==> config.mk <==
export PLATFORM = sky130hd
export DESIGN_NAME = serial_add
export DESIGN_NICKNAME = d
export VERILOG_FILES = /design/src/rtl/serial_add_pkg.sv /design/src/rtl/serial_add_full_add.sv /design/src/rtl/serial_add.sv
export SDC_FILE = /design/constraint.sdc
export NUM_CORES = 1
export LEC_CHECK = 0
export ABC_AREA = 1
export BUFFER_PORTS_ARGS = -buffer_cell sky130_fd_sc_hd__buf_2
export CORE_MARGIN = 5
export CORE_UTILIZATION = 40
export CTS_BUF_LIST = sky130_fd_sc_hd__clkbuf_16
export CTS_CLUSTER_SIZE = 14
export DETAILED_ROUTE_END_ITERATION = 7
export GPL_ROUTABILITY_DRIVEN = 0
export GPL_TIMING_DRIVEN = 0
export PLACE_DENSITY = 0.68
export SETUP_SLACK_MARGIN = 0.02
export SYNTH_ARGS = -nofsm -noshare
export SYNTH_HDL_FRONTEND = slang
export SYNTH_SLANG_ARGS = --single-unit
==> constraint.sdc <==
create_clock -name clk -period 3.2 [get_ports clk]
set_input_delay 0.64 -clock clk [delete_from_list [all_inputs] [get_ports clk]]
set_output_delay 0.64 -clock clk [all_outputs]
set_load 0.005 [all_outputs]
==> src/rtl/serial_add_pkg.sv <==
// serial_add_pkg: shared types and helpers for the bit-serial adder.
//   state_t       controller state encoding (IDLE, RUN)
//   cnt_width()   bit-counter width for a given operand width
package serial_add_pkg;

    typedef enum logic {
        IDLE = 1'b0,
        RUN  = 1'b1
    } state_t;

    // Counter only has to reach WIDTH-1; WIDTH>=2 keeps this at least 1 bit.
    function automatic int cnt_width(input int width);
        return $clog2(width);
    endfunction

endpackage

==> src/rtl/serial_add_full_add.sv <==
// full_add: single-bit combinational full adder cell.
//   a, b, cin : addend bits and carry-in
//   s, co     : sum bit and carry-out
// Port shape matches the subtractor cell so the serial controller can host
// either one.
module full_add (
    input  logic a,
    input  logic b,
    input  logic cin,
    output logic s,
    output logic co
);

    assign s  = a ^ b ^ cin;
    assign co = (a & b) | (a & cin) | (b & cin);

endmodule

==> src/rtl/serial_add.sv <==
// serial_add: bit-serial ripple adder, LSB first, one bit per clock.
//   clk, rst     : clock, synchronous active-high reset
//   start        : request, taken only while idle
//   a, b, cin    : operands and carry-in, captured when start is accepted
//   busy         : high while bits are being processed
//   done         : one-cycle pulse; sum/cout valid from this cycle on
//   sum, cout    : result registers, updated only on completion or reset
// One result every WIDTH+1 cycles with start held high.
module serial_add
    import serial_add_pkg::*;
#(
    parameter int WIDTH = 8
) (
    input  logic             clk,
    input  logic             rst,
    input  logic             start,
    input  logic [WIDTH-1:0] a,
    input  logic [WIDTH-1:0] b,
    input  logic             cin,
    output logic             busy,
    output logic             done,
    output logic [WIDTH-1:0] sum,
    output logic             cout
);

    localparam int               CNT_W = cnt_width(WIDTH);
    localparam logic [CNT_W-1:0] LAST  = CNT_W'(WIDTH - 1);

    state_t           state, state_nxt;
    logic [WIDTH-1:0] ra, rb, rs;
    logic             carry;
    logic [CNT_W-1:0] cnt;
    logic             s_bit, c_nxt;
    logic             last;

    full_add u_fa (
        .a   (ra[0]),
        .b   (rb[0]),
        .cin (carry),
        .s   (s_bit),
        .co  (c_nxt)
    );

    assign last = (cnt == LAST);
    // Derived from the state register only, so no input-to-output path.
    assign busy = (state == RUN);

    always_ff @(posedge clk) begin
        if (rst) state <= IDLE;
        else     state <= state_nxt;
    end

    always_comb begin
        state_nxt = state;
        case (state)
            IDLE:    if (start) state_nxt = RUN;
            RUN:     if (last)  state_nxt = IDLE;
            default: state_nxt = IDLE;
        endcase
    end

    always_ff @(posedge clk) begin
        if (rst) begin
            ra    <= '0;
            rb    <= '0;
            rs    <= '0;
            carry <= 1'b0;
            cnt   <= '0;
            done  <= 1'b0;
            sum   <= '0;
            cout  <= 1'b0;
        end else begin
            done <= 1'b0;
            case (state)
                IDLE: begin
                    if (start) begin
                        ra    <= a;
                        rb    <= b;
                        carry <= cin;
                        cnt   <= '0;
                    end
                end
                RUN: begin
                    carry <= c_nxt;
                    ra    <= ra >> 1;
                    rb    <= rb >> 1;
                    rs    <= {s_bit, rs[WIDTH-1:1]};
                    cnt   <= cnt + 1'b1;
                    // Final bit goes straight into sum so the partial rs is
                    // never exposed on the outputs.
                    if (last) begin
                        sum  <= {s_bit, rs[WIDTH-1:1]};
                        cout <= c_nxt;
                        done <= 1'b1;
                    end
                end
                default: ;
            endcase
        end
    end

endmodule

==> results of run 1 <==
[final timing paths]
kind           from     end  slack, ns  cells past startpoint
max            busy    busy       1.69                      1
min reg2reg   rs[1]  sum[0]       0.44                      2
min           rs[1]  sum[0]       0.44                      2
max reg2reg  cnt[0]  sum[1]       2.05                      5
[report_power, final]
| part | internal [mW] | switching [mW] | total (mW) |
|---|---|---|---|
| sequential | 0.495 | 0.0131 | 0.508 |
| combinational | 0.0435 | 0.0570 | 0.100 |
| clock | 0.364 | 0.178 | 0.542 |
| total | 0.903 | 0.248 | 1.15 |
[flip-flops by register name, indices dropped and copies added (netlist names)]
name,flops
carry,1
rs,7
cout,1
busy,1
cnt,3
sum,8
done,1
rb,8
ra,8
[stage by stage]
step / instance area [sq um] / util, % / setup WS (ns)
2_1_floorplan: 1590 / - / 1.93
3_3_place_gp: 1800 / 45.9 / 1.74
3_5_place_dp: 1800 / 45.9 / 1.75
4_1_cts: 1960 / 50.2 / 1.68
5_1_grt: 1960 / 50.2 / 1.64
6_report: 1960 / 50.2 / 1.69
[routing by layer]
| layer | global-route usage (%) | vias to the layer above | wire, microns |
|---|---|---|---|
| li1 | - | 739 | - |
| met1 | 16.3 | 638 | 1600 |
| met2 | 21.5 | 21 | 1500 |
| met3 | 4.27 | 2 | 133 |
| met4 | 4.30 | 0 | 25 |
| met5 | 0 | - | 0 |
[final cells by class]
type	count	area, sq um	area share (%)
Multi-Input combinational cell	142	653	33.3
Buffer	12	97.6	4.97
Timing Repair Buffer	29	145	7.39
Clock buffer	5	125	6.37
Inverter	21	78.8	4.02
Clock inverter	3	40.0	2.04
Sequential cell	38	761	38.8
Tap cell	50	62.6	3.19
[cells in the mapped netlist (all sizes together)]
library cell / instances / area (sq um)
nand2: 69 / 262
dfxtp: 38 / 761
nand3: 40 / 205
nor2: 13 / 56.3
buf: 12 / 97.6
fa: 1 / 20.0
inv: 21 / 78.8
a21oi: 8 / 40.0
o21ai: 9 / 45.0
ha: 2 / 25.0
[cells in the final DEF (no fill, tap or decap), types with 4 or more instances in the layout]
cell       synthesis  routed
dfxtp_1           38      38
clkbuf_16          0       5
a21oi_1            8       8
nand3_1           39      39
buf_4              5       5
buf_6              4       4
buf_2              3      32
nor2_1            12      12
o21ai_0            8       8
inv_1             20      20
nand2_1           68      68
[cell families after synthesis]
logic type	share of synthesized area (%)
buffers and inverters	11.1
DFF	47.8
AOI/OAI and AO/OA	5.35
adders and majority gates	2.83
and+or+nand+nor	32.9
[worst min-delay path, delay by kind of cell, from the launching register on]
kind / cells / cell delay [ns]
flip-flops: 1 / 0.32
AND/OR/NAND/NOR: 2 / 0.09
==> results.ini, run 1 <==
[die]
die-area_sq_mm=0.00534
die_x_microns=73.1
initial_core_util_pct=40.6
coreArea_sq_mm=0.00391
die_h_microns=73.1
io_pins=31
rows=23

[placement]
hpwl_microns=2330
post-place-cells=292
portBuffers=29

[route]
firstDrtPassIters=4
wire_per_inst_microns=10.9
drt_iter0_drc=93
wl_microns=3260
final_antenna_net_count=0
route.vias.total=1400
avgViaCountPerCell=4.67
drc=0

[finish]
area_delta_synth_final_pct=23.4
drive_gt1_share_pct=21.2
nNetsFinal=272
diodes=0
finalNonFillerCells=300
fill_cells=408

[synth]
avgSynthCellArea_sq_um=7.47
synth.ff_latch_count=38
synth_area_sq_mm=0.00159
ys_warn_count=0
synth_cell_type_count=17
syn_inst=213
synth_fp_nets=236
seq_area_frac_synth_pct=47.8

[pwr]
ir_worst_vdd_v=0.000233
p_leak_nw=1.04
finalPower_mw=1.15
power_density_mw_per_mm2=586

[sta]
fin_skew_ns=0.00558
hold_violations=0
maxSlewHeadroom_pct=85.4
period_needed_ns=1.51
tns_ns=0
tightest_slew_ns=0.219
finalSetupViolCount=0
fin_crit_sh_pct=47.1
timing.final.max_slew_violations=0
fmax_ghz=0.663
rsz0062_at_grt=no
whs_ns=0.440

[setup_path]
cp.arrival_ns=0.87
crit_chain=buf_2
worstPathRequired_ns=2.56
cp_top_family=flip-flops
cpPeakStageDelay_ns=0.43
worst-path-buf-inv=1
critPathMaxFanout=4
cp-end-kind=output port
critPathKind=flip-flop to output port
startpoint_type=flip-flop
crit_slowest_cell=dfxtp_1

[global_routing]
grt_use_total_pct=13.2
grt_pass1_vias=1299
antenna_found_initial=0
grt_overflow=0
grt_max_degree=13
grt_pass1_wl_microns=5490

[cts]
cts_resized=0
post_cts_buffers=0
clock_latency_ns=0.28
cts_tree=done
cts_made_buffers=5
cts-root-buf=clkbuf_16
cts_buffer_depth=2
cts_hold_buf=0
htree_levels=2
cts.clk_slew.worst_paths_ns=0.06
clock-sinks=38

[min_path]
hold_path_class=flip-flop to flip-flop

[outcome]
status=complete, no violations

[flow_run]
drv_cap=0

No activity file was read; power rests on OpenSTA's default activity.
==> inputs of run 2 (changes only) <==
--- a/config.mk
+++ b/config.mk
@@ -14,7 +14,7 @@
 export DETAILED_ROUTE_END_ITERATION = 7
 export GPL_ROUTABILITY_DRIVEN = 0
 export GPL_TIMING_DRIVEN = 0
-export PLACE_DENSITY = 0.68
+export PLACE_DENSITY = 0.7
 export SETUP_SLACK_MARGIN = 0.02
 export SYNTH_ARGS = -nofsm -noshare
 export SYNTH_HDL_FRONTEND = slang
==> constraint.sdc (replaced) <==
create_clock -name clk -period 1.25 [get_ports clk]
set_input_delay 0.25 -clock clk [delete_from_list [all_inputs] [get_ports clk]]
set_output_delay 0.25 -clock clk [all_outputs]
set_load 0.005 [all_outputs]
==> run 2 against run 1 <==
  * Setup slack worse by 1.6 ns
  * Non-clock buffer count unchanged
  * Critical endpoint is now cout
  * Flip-flop and latch count unchanged
  * Combinational power rose to 2.6 times the previous value
  * Hold slack worse by 0.23 ns
  * Wire length down 2.1%
==> results.ini, run 2 (synthesis results as in run 1) <==
[sta]
timing.final.max_slew_violations=0
setup_slack_ns=0.104
fin_skew_ns=0.00417
rsz0062_at_grt=no
tns_ns=0
period_needed_ns=1.15
tightest_slew_ns=0.205
finalSetupViolCount=0
maxSlewHeadroom_pct=86.3
hold_violations=0
fin_crit_sh_pct=91.7
fmax_ghz=0.872

[cts]
cts-root-buf=clkbuf_16
cts_tree=done
cts_buffer_depth=2
htree_levels=2
post_cts_buffers=0
clock-sinks=38
cts_hold_buf=0
cts_resized=0
clock_latency_ns=0.28
cts.clk_slew.worst_paths_ns=0.06
cts_made_buffers=5

[setup_path]
rr_worst_depth=6
r2r_slack_ns=0.10
cpPeakStageDelay_ns=0.35
crit_slowest_cell=dfxtp_1
cp.arrival_ns=1.37
timing.rr.start=cnt[0]
startpoint_type=flip-flop
crit_chain=ha_1, ha_2, nand3_2, inv_4, nand2_1, nand2_1
cp-end-kind=flip-flop
critPathMaxFanout=8
cpMostUsedCell=nand2_1
crit_path_start=cnt[0]
reg2reg_to=cout
crit_path_end=cout
critPathKind=flip-flop to flip-flop
worstPathRequired_ns=1.48

[finish]
reg_top3=ra: 8 flops, rb: 8 flops, sum: 8 flops
diodes=0
most-common-layout-cells=nand2_1 (68), nand3_1 (39), dfxtp_1 (38)
fin_util_pct=49.8
fin_area_sq_mm=0.00195
final_common_cell=nand2_1
drive_gt1_share_pct=21.2
area_delta_synth_final_pct=22.6
nNetsFinal=272

[route]
drt_iter0_drc=128
final_antenna_net_count=0
firstDrtPassIters=4
route.vias.total=1362
drc=0
avgViaCountPerCell=4.54
wire_per_inst_microns=10.6
wl_microns=3190

[die]
initial_core_util_pct=40.6
die_h_microns=73.1
rows=23
die-area_sq_mm=0.00534
io_pins=31
die_x_microns=73.1
coreArea_sq_mm=0.00391

[placement]
place_area_sq_mm=0.00180
dp_slack_ns=0.108
portBuffers=29
hpwl_microns=2250

[pwr]
finalPower_mw=2.75
p_sw_mw=0.642
switching_share_pct=23.4
pwr-share-comb_pct=9.4
ir_worst_vdd_v=0.000593
p_int_mw=2.11
p_leak_nw=1.03
pwr-share-seq_pct=47.4
power_frac_clock_pct=43.3
power_density_mw_per_mm2=1410

[global_routing]
grt_overflow=0
grt_max_degree=13
grt_use_total_pct=12.8
antenna_found_initial=0
grt_pass1_vias=1228
grt_pass1_wl_microns=5340

[outcome]
status=complete, no violations

[min_path]
hold_path_class=input port to flip-flop

[flow_run]
drv_cap=0

## run 2: cell count changes in the layout (fill, tap and decap cells not counted), sizes merged
cell      delta
clkinvlp     +1
bufinv       -1
## run 2: how the worst min path moves through the flow
stage | endpoint | depth (start not counted) | from | slack, ns
5_1_grt | rb[7] | 2 | rst | 0.21
3_3_place_gp | sum[0] | 2 | rs[1] | 0.43
6_report | cnt[1] | 2 | rst | 0.21
3_5_place_dp | sum[0] | 2 | rs[1] | 0.44
2_1_floorplan | cnt[1] | 1 | rst | 0.32
4_1_cts | rb[7] | 2 | rst | 0.20
## run 2: worst max-delay path, delay by kind of cell, from the launching register on
family | cells | cell delay, ns
flip-flops | 1 | 0.35
AND/OR/NAND/NOR | 3 | 0.25
buffers and inverters | 1 | 0.12
adder cells (fa/ha/maj) | 2 | 0.38
## run 2: area by class of cell
type	count	area, sq um
Multi-Input combinational cell	142	661
Fill cell	411	1960
Timing Repair Buffer	29	145
Buffer	12	97.6
Clock inverter	3	16.3
Sequential cell	38	761
Tap cell	50	62.6
Inverter	21	81.3
Clock buffer	5	125
## run 2: stage by stage
| stage | std cells | hold WS [ns] |
|---|---|---|
| 6_report | 300 | 0.208 |
| 3_3_place_gp | 292 | 0.427 |
| 2_1_floorplan | 213 | 0.319 |
| 3_5_place_dp | 292 | 0.441 |
| 5_1_grt | 300 | 0.214 |
| 4_1_cts | 300 | 0.200 |
## run 2: metal layers
layer | GRT usage (%) | vias up | part of all wire [%]
met4 | 7.38 | 0 | 2.5
met3 | 2.62 | 8 | 4.1
met5 | 0 | - | 0
li1 | - | 738 | -
met1 | 16.7 | 592 | 49
met2 | 19.5 | 24 | 45
## run 2: power groups by stage
stage               sequential (mW)  combinational, mW  clock [mW]
finish                         1.30              0.257        1.19
global placement               1.33              0.254           0
global route                   1.31              0.292        1.27
detailed placement             1.33              0.256           0
floorplan                      1.32              0.184           0
CTS                            1.30              0.257        1.23
==> inputs of run 3 (changes only) <==
--- a/config.mk
+++ b/config.mk
@@ -14,8 +14,9 @@
 export DETAILED_ROUTE_END_ITERATION = 7
 export GPL_ROUTABILITY_DRIVEN = 0
 export GPL_TIMING_DRIVEN = 0
-export PLACE_DENSITY = 0.7
+export PLACE_DENSITY = 0.68
 export SETUP_SLACK_MARGIN = 0.02
 export SYNTH_ARGS = -nofsm -noshare
 export SYNTH_HDL_FRONTEND = slang
+export SYNTH_HIERARCHICAL = 1
 export SYNTH_SLANG_ARGS = --single-unit
==> constraint.sdc (replaced) <==
create_clock -name clk -period 1.38 [get_ports clk]
set_input_delay 0.276 -clock clk [delete_from_list [all_inputs] [get_ports clk]]
set_output_delay 0.276 -clock clk [all_outputs]
set_load 0.005 [all_outputs]
==> run 3 against run 2 <==
  * Critical path depth unchanged
  * Global-route usage increased by 0.80 points
  * Design area fell by 0.39%
  * Core utilization rose by 2.1 points
  * Area after synthesis shrank 1.3%
  * Highest routed layer unchanged
  * Clock skew down 0.00052 ns
  * Via count up 3.5%
  * Register-to-register slack improved by 0.03 ns
  * Wire length rose by 0.44%
==> results.ini, run 3 <==
[cts]
cts_made_buffers=5
htree_levels=2
clock-sinks=38
clock_latency_ns=0.28
cts-root-buf=clkbuf_16
post_cts_buffers=0
cts.clk_slew.worst_paths_ns=0.06
cts_hold_buf=0
cts_resized=0
cts_tree=done
cts_buffer_depth=2

[route]
drc=0
final_antenna_net_count=0
firstDrtPassIters=4
drt_iter0_drc=98
route.vias.total=1410
wl_microns=3210
avgViaCountPerCell=4.70
wire_per_inst_microns=10.7

[min_path]
whs_path_depth=2
hold_path_class=input port to flip-flop

[global_routing]
met3_usage_pct=3.99
grt_pass1_vias=1273
grt_max_degree=13
grt_overflow=0
met2_usage_pct=20.4
top_usage_layer=met2
grt_pass1_wl_microns=5620
grt_use_total_pct=13.6
antenna_found_initial=0
grt.met1_usage_pct=18.2

[finish]
diodes=0
most-common-layout-cells=nand2_1 (65), dfxtp_1 (38), buf_2 (34)
finalNonFillerCells=300
fin_area_sq_mm=0.00194
reg_top3=ra: 8 flops, rb: 8 flops, sum: 8 flops
drive_gt1_share_pct=20.2
nNetsFinal=275
final_common_cell=nand2_1
area_delta_synth_final_pct=23.8

[outcome]
status=complete, no violations

[placement]
portBuffers=29
hpwl_microns=2260
dp_slack_ns=0.0937
post-place-cells=292
place_area_sq_mm=0.00177

[synth]
synth_top_flop_cell=dfxtp_1
synth_cell_type_count=19
async_reset_ff_share_pct=0
synth_area_leaders=dfxtp_1 (48%), nand2_1 (16%), nand3_1 (9.6%)
synth.ff_latch_count=38
ys_warn_count=6
yosysTopAreaCell=dfxtp_1
synth.most_common_cell=nand2_1
synth_fp_nets=239
seq_area_frac_synth_pct=48.5
synth_area_sq_mm=0.00157
avgSynthCellArea_sq_um=7.30
synth_top_area_share_pct=48.5
synth-edff-count=0
syn_inst=215
synth_commonest_cells=nand2_1 (65), dfxtp_1 (38), nand3_1 (30)

[flow_run]
drv_cap=0

[die]
die_x_microns=72.6
rows=22
coreArea_sq_mm=0.00374
die-area_sq_mm=0.00528
io_pins=31
die_h_microns=72.6
initial_core_util_pct=41.9

[sta]
fin_skew_ns=0.00365
fmax_ghz=0.800
hold_violations=0
tightest_slew_ns=0.452
setup_slack_ns=0.131
timing.final.max_slew_violations=0
maxSlewHeadroom_pct=69.9
fin_crit_sh_pct=90.5
finalSetupViolCount=0
rsz0062_at_grt=no
period_needed_ns=1.25
tns_ns=0

[setup_path]
cp-end-kind=flip-flop
critPathKind=flip-flop to flip-flop
critPathMaxFanout=10
rr_worst_depth=6
worstPathRequired_ns=1.55
cp.arrival_ns=1.42
startpoint_type=flip-flop

[pwr]
power_density_mw_per_mm2=1370
p_leak_nw=0.984
ir_worst_vdd_v=0.000556
finalPower_mw=2.65

-- run 3: cell count changes in the layout (fill, tap and decap cells not counted), sizes merged, moves of 3 or more --
cell   previous run  this run
a21oi             8        12
nand3            40        30
nand2            69        66
nor2             13        21
-- run 3: cells by family (layout without fill, tap and decap cells) --
group,count (synthesis),count (layout),synth area share (%)
AOI/OAI and AO/OA,22,22,7.18
adders and majority gates,4,4,3.67
buffers and inverters,32,69,9.25
DFF,38,38,48.5
and+or+nand+nor,119,119,31.4
-- run 3: cell type report --
type                            instances  area (sq um)
Clock buffer                            5           125
Fill cell                             385          1800
Tap cell                               48          60.1
Timing Repair Buffer                   29           145
Inverter                               20          77.6
Sequential cell                        38           761
Buffer                                 12          70.1
Multi-Input combinational cell        145           663
Clock inverter                          3          40.0
-- run 3: power by group --
group	switching [mW]	internal [mW]	leakage [nW]
logic	0.125	0.0876	0.591
registers	0.0233	1.14	0.310
clock network	0.432	0.845	0.0836
-- run 3: worst max-delay path, cell delays in order (launching register included) --
cell	delay, ns
dfxtp_1	0.32
ha_1	0.22
ha_1	0.19
nand2_2	0.18
inv_4	0.09
nor2_1	0.09
nor2_1	0.05
-- run 3: path summary, 6_finish.rpt --
check               from     end  slack [ns]
setup reg to reg  cnt[0]  sum[2]        0.13
setup / recovery  cnt[0]  sum[2]        0.13
hold reg to reg   cnt[1]  cnt[1]        0.46
hold / removal       rst    cout        0.21
-- run 3: stage by stage --
stage          util (%)  hold WS (ns)
4_1_cts            51.8         0.212
3_5_place_dp       47.4         0.455
6_report           51.9         0.208
3_3_place_gp       47.4         0.447
5_1_grt            51.9         0.229
2_1_floorplan         -         0.345
-- run 3: per-layer routing --
layer,vias up,routed length [microns]
met5,-,0
met4,0,60
met2,26,1420
li1,748,-
met3,6,193
met1,630,1540
